`config.mk`:
```
export PLATFORM = sky130hd
export DESIGN_NAME = spi_boot_sequencer_flat
export DESIGN_NICKNAME = d
export VERILOG_FILES = /design/src/rtl/spi_boot_sequencer_if.sv /design/src/rtl/spi_boot_sequencer.sv /design/src/flat_wrapper.sv
export SDC_FILE = /design/constraint.sdc
export NUM_CORES = 1
export LEC_CHECK = 0
export BUFFER_PORTS_ARGS = -buffer_cell sky130_fd_sc_hd__buf_2
export CORE_MARGIN = 5
export CORE_UTILIZATION = 30
export CTS_BUF_LIST = sky130_fd_sc_hd__clkbuf_4 sky130_fd_sc_hd__clkbuf_8
export DETAILED_ROUTE_END_ITERATION = 12
export PLACE_DENSITY = 0.53
export SETUP_SLACK_MARGIN = 0.5
export SKIP_LAST_GASP = 1
export SLEW_MARGIN = 15
export SYNTH_ARGS = -nofsm -noshare
export SYNTH_HDL_FRONTEND = slang
export SYNTH_SLANG_ARGS = --single-unit
```
`constraint.sdc`:
```
create_clock -name clk -period 5.4 [get_ports clk]
set_clock_uncertainty 0.15 [all_clocks]
set_input_delay 0.54 -clock clk [delete_from_list [all_inputs] [get_ports clk]]
set_output_delay 0.54 -clock clk [all_outputs]
set_load 0.02 [all_outputs]
```
`src/rtl/spi_boot_sequencer_if.sv`:
```
// Memory write port between the boot sequencer and the instruction-memory interconnect.
interface spi_boot_sequencer_if #(
    parameter int unsigned ADDR_W = 14
);
    logic              req;
    logic [ADDR_W-1:0] addr;
    logic [31:0]       wdata;
    logic              gnt;

    modport master (output req, output addr, output wdata, input gnt);
    modport slave  (input req, input addr, input wdata, output gnt);
endinterface

```
`src/rtl/spi_boot_sequencer.sv`:
```
// Boot sequencer: issues one continuous SPI READ (0x03) to the external flash and
// copies BOOT_WORDS little-endian 32-bit words into instruction memory, then
// raises the sticky boot_done flag.
module spi_boot_sequencer #(
    parameter int unsigned ADDR_W     = 14,
    parameter int unsigned BOOT_WORDS = 1024,
    parameter int unsigned SCK_DIV    = 2,
    parameter logic [23:0] FLASH_BASE = 24'h000000
) (
    input  logic                        clk,
    input  logic                        rst_n,
    input  logic                        start,
    input  logic                        skip,
    output logic                        ss,
    output logic                        sck,
    output logic                        mosi,
    input  logic                        miso,
    spi_boot_sequencer_if.master        mem,
    output logic                        busy,
    output logic                        boot_done
);

    localparam int unsigned CNT_W = $clog2(BOOT_WORDS + 1);
    localparam int unsigned DIV_W = $clog2(SCK_DIV + 1);
    localparam logic [31:0]      CMD_WORD  = {8'h03, FLASH_BASE};
    localparam logic [DIV_W-1:0] DIV_LAST  = DIV_W'(SCK_DIV - 1);
    localparam logic [CNT_W-1:0] WORD_LAST = CNT_W'(BOOT_WORDS - 1);

    typedef enum logic [2:0] {
        IDLE,
        CMD,
        DATA,
        WRITE,
        DONE
    } state_t;

    state_t            state;
    state_t            state_next;

    logic [DIV_W-1:0]  div_cnt;
    logic [4:0]        bit_cnt;
    logic              sck_q;
    logic              mosi_q;
    logic [31:0]       cmd_sr;
    logic [31:0]       rx_sr;
    logic [31:0]       wdata_q;
    logic [ADDR_W-1:0] addr_q;
    logic [CNT_W-1:0]  word_cnt;

    logic              phase_end;
    logic              sck_rise;
    logic              sck_fall;
    logic              bit_last;
    logic              in_flash;

    // Chip select, busy and request are pure state decodes so an async reset clears them at once.
    assign in_flash  = (state == CMD) || (state == DATA) || (state == WRITE);
    assign ss        = !in_flash;
    assign busy      = in_flash;
    assign boot_done = (state == DONE);
    assign sck       = sck_q;
    assign mosi      = mosi_q;
    assign mem.req   = (state == WRITE);
    assign mem.addr  = addr_q;
    assign mem.wdata = wdata_q;

    // State register.
    always_ff @(posedge clk or negedge rst_n) begin
        if (!rst_n) begin
            state <= IDLE;
        end else begin
            state <= state_next;
        end
    end

    // Next-state logic and bit-timing strobes.
    always_comb begin
        state_next = state;
        phase_end  = 1'b0;
        if ((state == CMD) || (state == DATA)) begin
            phase_end = (div_cnt == DIV_LAST);
        end
        sck_rise = phase_end && !sck_q;
        sck_fall = phase_end && sck_q;
        bit_last = sck_fall && (bit_cnt == 5'd31);
        case (state)
            IDLE: begin
                if (start) begin
                    state_next = skip ? DONE : CMD;
                end
            end
            CMD: begin
                if (bit_last) begin
                    state_next = DATA;
                end
            end
            DATA: begin
                if (bit_last) begin
                    state_next = WRITE;
                end
            end
            WRITE: begin
                if (mem.gnt) begin
                    state_next = (word_cnt == WORD_LAST) ? DONE : DATA;
                end
            end
            DONE: begin
                state_next = DONE;
            end
            default: begin
                state_next = IDLE;
            end
        endcase
    end

    // SPI shifting, sck generation, word assembly and write address/count.
    always_ff @(posedge clk or negedge rst_n) begin
        if (!rst_n) begin
            div_cnt  <= '0;
            bit_cnt  <= '0;
            sck_q    <= 1'b0;
            mosi_q   <= 1'b0;
            cmd_sr   <= '0;
            rx_sr    <= '0;
            wdata_q  <= '0;
            addr_q   <= '0;
            word_cnt <= '0;
        end else begin
            case (state)
                IDLE: begin
                    if (start && !skip) begin
                        div_cnt  <= '0;
                        bit_cnt  <= '0;
                        sck_q    <= 1'b0;
                        mosi_q   <= CMD_WORD[31];
                        cmd_sr   <= {CMD_WORD[30:0], 1'b0};
                        addr_q   <= '0;
                        word_cnt <= '0;
                    end
                end
                CMD, DATA: begin
                    if (phase_end) begin
                        div_cnt <= '0;
                        sck_q   <= !sck_q;
                    end else begin
                        div_cnt <= div_cnt + 1'b1;
                    end
                    if (sck_rise && (state == DATA)) begin
                        rx_sr <= {rx_sr[30:0], miso};
                    end
                    if (sck_fall) begin
                        // bit_cnt wraps 31 -> 0, ready for the next 32-bit stretch
                        bit_cnt <= bit_cnt + 1'b1;
                        if (state == CMD) begin
                            mosi_q <= bit_last ? 1'b0 : cmd_sr[31];
                            cmd_sr <= {cmd_sr[30:0], 1'b0};
                        end else if (bit_last) begin
                            // first byte received lands in the low byte of the word
                            wdata_q <= {rx_sr[7:0], rx_sr[15:8], rx_sr[23:16], rx_sr[31:24]};
                        end
                    end
                end
                WRITE: begin
                    if (mem.gnt) begin
                        addr_q   <= addr_q + 1'b1;
                        word_cnt <= word_cnt + 1'b1;
                        div_cnt  <= '0;
                    end
                end
                default: begin
                end
            endcase
        end
    end

endmodule

```
`src/flat_wrapper.sv`:
```
// flat-port wrapper written by rule: the top's interface ports become plain ports
module spi_boot_sequencer_flat 
#(
    parameter int unsigned ADDR_W     = 14,
    parameter int unsigned BOOT_WORDS = 1024,
    parameter int unsigned SCK_DIV    = 2,
    parameter logic [23:0] FLASH_BASE = 24'h000000
)
  (clk, rst_n, start, skip, ss, sck, mosi, miso, busy, boot_done, mem_req, mem_addr, mem_wdata, mem_gnt);
  spi_boot_sequencer_if #(.ADDR_W(ADDR_W)) mem_i ();
  input  logic clk;
  input  logic rst_n;
  input  logic start;
  input  logic skip;
  output logic ss;
  output logic sck;
  output logic mosi;
  input  logic miso;
  output logic busy;
  output logic boot_done;
  output wire logic [$bits(mem_i.req)-1:0] mem_req;
  output wire logic [$bits(mem_i.addr)-1:0] mem_addr;
  output wire logic [$bits(mem_i.wdata)-1:0] mem_wdata;
  input wire logic [$bits(mem_i.gnt)-1:0] mem_gnt;
  assign mem_req = mem_i.req;
  assign mem_addr = mem_i.addr;
  assign mem_wdata = mem_i.wdata;
  assign mem_i.gnt = mem_gnt;
  spi_boot_sequencer #(.ADDR_W(ADDR_W), .BOOT_WORDS(BOOT_WORDS), .SCK_DIV(SCK_DIV), .FLASH_BASE(FLASH_BASE)) u_core (.clk(clk), .rst_n(rst_n), .start(start), .skip(skip), .ss(ss), .sck(sck), .mosi(mosi), .miso(miso), .mem(mem_i), .busy(busy), .boot_done(boot_done));
endmodule
```
==> results_dict.tcl <==
set metrics [dict create \
    status "finished, final reports clean" \
    worstPathMaxFanout 22 \
    final_cell_mix "dfrtp_1, mux2_2, buf_2" \
    top_layer "met4" \
    crit_path_end_kind "primary output" \
    placementRows 46 \
    ys_seq_area_share_pct 56.29 \
    ctsHtreeMaxLevel 3 \
    syn_nets 419 \
    power_density_nw_per_um2 369.3 \
    arrival_ns 2.60 \
    synthSimpleGateAreaFrac_pct 13.60 \
    wl_per_cell_um 14.52 \
    clock_latency_ns 0.38 \
    drv_cap 0 \
    cp-start-kind "register" \
    core_area_sq_um 15770 \
    die_x_um 136.5 \
    stdcell_area_sq_um 5503 \
    ant_nets 0 \
    fmax_ghz 0.3035 \
    finalCriticalPeriod_ns 3.295 \
    wl_mm 9.890 \
    num_vias 3334 \
    ir_drop_uv 223.1 \
    yosysWarningCount 0 \
    grt_pass1_vias 3225 \
    grt_max_degree 66 \
    gp_congestion 0.7896 \
    avgSynthCellArea_sq_um 11.74 \
    dieHeight_um 136.5 \
    worstReg2RegStart "u_core.bit_cnt[0]" \
    wl_met1_mm 4.762 \
    io_buffers 57 \
    via_per_inst 4.896 \
    seqPwrFrac_pct 52.1 \
    clock_tree.buffer_depth 2 \
    cts_resized 0 \
    worst-r2r-cell-count 7 \
    drt_pass1_iterations 4 \
    r2r-end "u_core.mem.wdata[21]" \
    syn2layout_area_growth_pct 14.62 \
    dp_hpwl_mm 6.704 \
    finalHoldViolations 0 \
    final-max-slew-violation-count 0 \
    post-route-worst-setup-slack_ns 2.105 \
    pin_count 58 \
    r2r_setup_slack_ns 2.61 \
    tns_ns 0 \
    fill_cells 1619 \
    syn_area_sq_um 4801 \
    yosys-mux-area-fraction_pct 16.16 \
    setup-violations-final 0 \
    grt_first_pass_wirelength_mm 16.60 \
    drive_gt1_share_pct 31.40 \
    cts_root_buffer "clkbuf_8" \
    post-cts-setup-buffers 0 \
    final_nets 470 \
    synthFlopType "dfrtp_1" \
    tightest_slew_ns 0.8851 \
    synth-async-reset-ratio_pct 100.0 \
    synth-xor-area-share_pct 0.9122 \
    maxSlewHeadroom_pct 40.60 \
    p_int_uw 1312 \
    synth-seq-cells 108 \
    finalCritPeriodShare_pct 61.02 \
    n_antenna_cell 0 \
    globalRouteOverflowTotal 0 \
    p_leak_uw 0.002700 \
    synthDistinctLibCells 53 \
    crit_end "mem_req" \
    placed_area_sq_um 5284 \
    hold_buffers 0 \
    initial_core_util_pct 30.44 \
    grt_usage_pct 11.26 \
    synth_compound_area_share_pct 9.330 \
    cts_tree "built" \
    p_comb_share_pct 21.8 \
    crit_start "u_core.state[1]" \
    dr_wl_met2_mm 4.368 \
    antenna_found_initial 0 \
    p_clk_share_pct 26.2 \
    drc 0 \
    cts_buffers 9 \
    grt_setup_unrepaired "no" \
    die_area_sq_um 18630 \
    hold_class "input pin to asynchronous set/reset pin" \
    clock_sinks 108 \
    synthCells 409 \
    clk_pin_slew_ns 0.11 \
    p_sw_uw 720.6 \
    synth_edf_count 0 \
    path_class "register to primary output" \
    route.met3.wl_um 617 \
    synthAdderAreaFrac_pct 1.042 \
    dp_slack_ns 2.552 \
    final_core_util_pct 34.89 \
    synth_top_family_by_area "multiplexers" \
    p_sw_share_pct 35.46 \
    final_common_cell "dfrtp_1" \
    dr.first_iter.drc_count 182 \
    cp.required_ns 4.71 \
]
## per-layer routing
metal / up-vias / GRT usage [%]
li1: 1588 / -
met1: 1650 / 15.45
met2: 86 / 16.57
met3: 10 / 4.191
met4: 0 / 3.415
met5: - / 0
## registers in the layout, indices dropped and copies added (netlist names)
| signal | cells |
|---|---|
| u_core.sck | 1 |
| u_core.mem.wdata | 32 |
| u_core.word_cnt | 11 |
| u_core.div_cnt | 2 |
| u_core.cmd_sr | 7 |
| u_core.rx_sr | 32 |
| u_core.mem.addr | 14 |
| u_core.state | 3 |
| u_core.mosi | 1 |
| u_core.bit_cnt | 5 |
## critical path: stages, from the launching register on
cell and delay [ns]:
dfrtp_1 0.77, nand3b_1 0.65, inv_1 0.54, buf_2 0.25
## area by class of cell
type / instances / area, sq um / share of cell area (%)
multi-input combinational: 274 / 1971 / 35.81
clock buffer: 9 / 123.9 / 2.251
inverter: 6 / 22.52 / 0.4093
timing repair buffer: 61 / 317.8 / 5.775
clock inverter: 7 / 95.09 / 1.728
sequential: 108 / 2703 / 49.11
tap: 216 / 270.3 / 4.911
## how the worst min path moves through the flow
stage | startpoint | end | slack (ns) | depth (start not counted)
after floorplan | rst_n | u_core.bit_cnt[0] | 0.09 | 0
after global placement | u_core.cmd_sr[25] | u_core.cmd_sr[25] | 0.31 | 2
after detailed placement | u_core.cmd_sr[25] | u_core.cmd_sr[25] | 0.32 | 2
after CTS | rst_n | u_core.mem.wdata[4] | 0.08 | 1
after global routing | rst_n | u_core.mem.wdata[4] | 0.1 | 1
final | rst_n | u_core.mem.wdata[5] | 0.07 | 1
## cell usage after synthesis, types with 2 or more instances
library cell    n  share of area (%)
a21oi_1         5               0.52
o31ai_1         3               0.47
nor2_1         26                2.0
a31oi_1         5               0.65
nor3_1         10                1.0
ha_1            4                1.0
nand3b_1        5               0.78
or3_1           3               0.39
nand3_1        10                1.0
mux2_1          4               0.94
o21ai_0        24                2.5
buf_2           6               0.63
mux2_2         64                 15
clkbuf_1       11               0.86
buf_6           2               0.47
o211ai_1        3               0.47
or4_1           4               0.63
a22o_1          2               0.36
nand4b_1        2               0.36
a32oi_1         4               0.73
nor4_1          3               0.39
a211oi_1        5               0.78
xnor2_1         5               0.91
inv_1           6               0.47
nand2_1        48                3.8
and3_1          4               0.52
nand2b_1        3               0.39
dfrtp_1       108                 56
a21o_1          2               0.31
nand4_1         5               0.65
## metrics by stage
step	instances	total power, uW	hold WS, ns
after floorplan	409	1371	0.09441
after global placement	665	1504	0.3113
after detailed placement	665	1520	0.3201
after CTS	681	2066	0.07996
after global routing	681	2172	0.09952
final	681	2032	0.06957
## power groups by stage
stage	combinational, uW	clock [uW]	sequential [uW]
detailed placement	448	0	1070
floorplan	321	0	1050
global placement	436	0	1070
global route	497	594	1080
finish	442	532	1060
CTS	450	560	1060
## logic make-up after synthesis
logic type / count (synthesis)
xor+xnor: 5
buf+inv: 27
simple gates: 131
flops: 108
compound gates: 65
fa+ha+maj: 4
mux: 69
No activity file was read; power rests on OpenSTA's default activity.
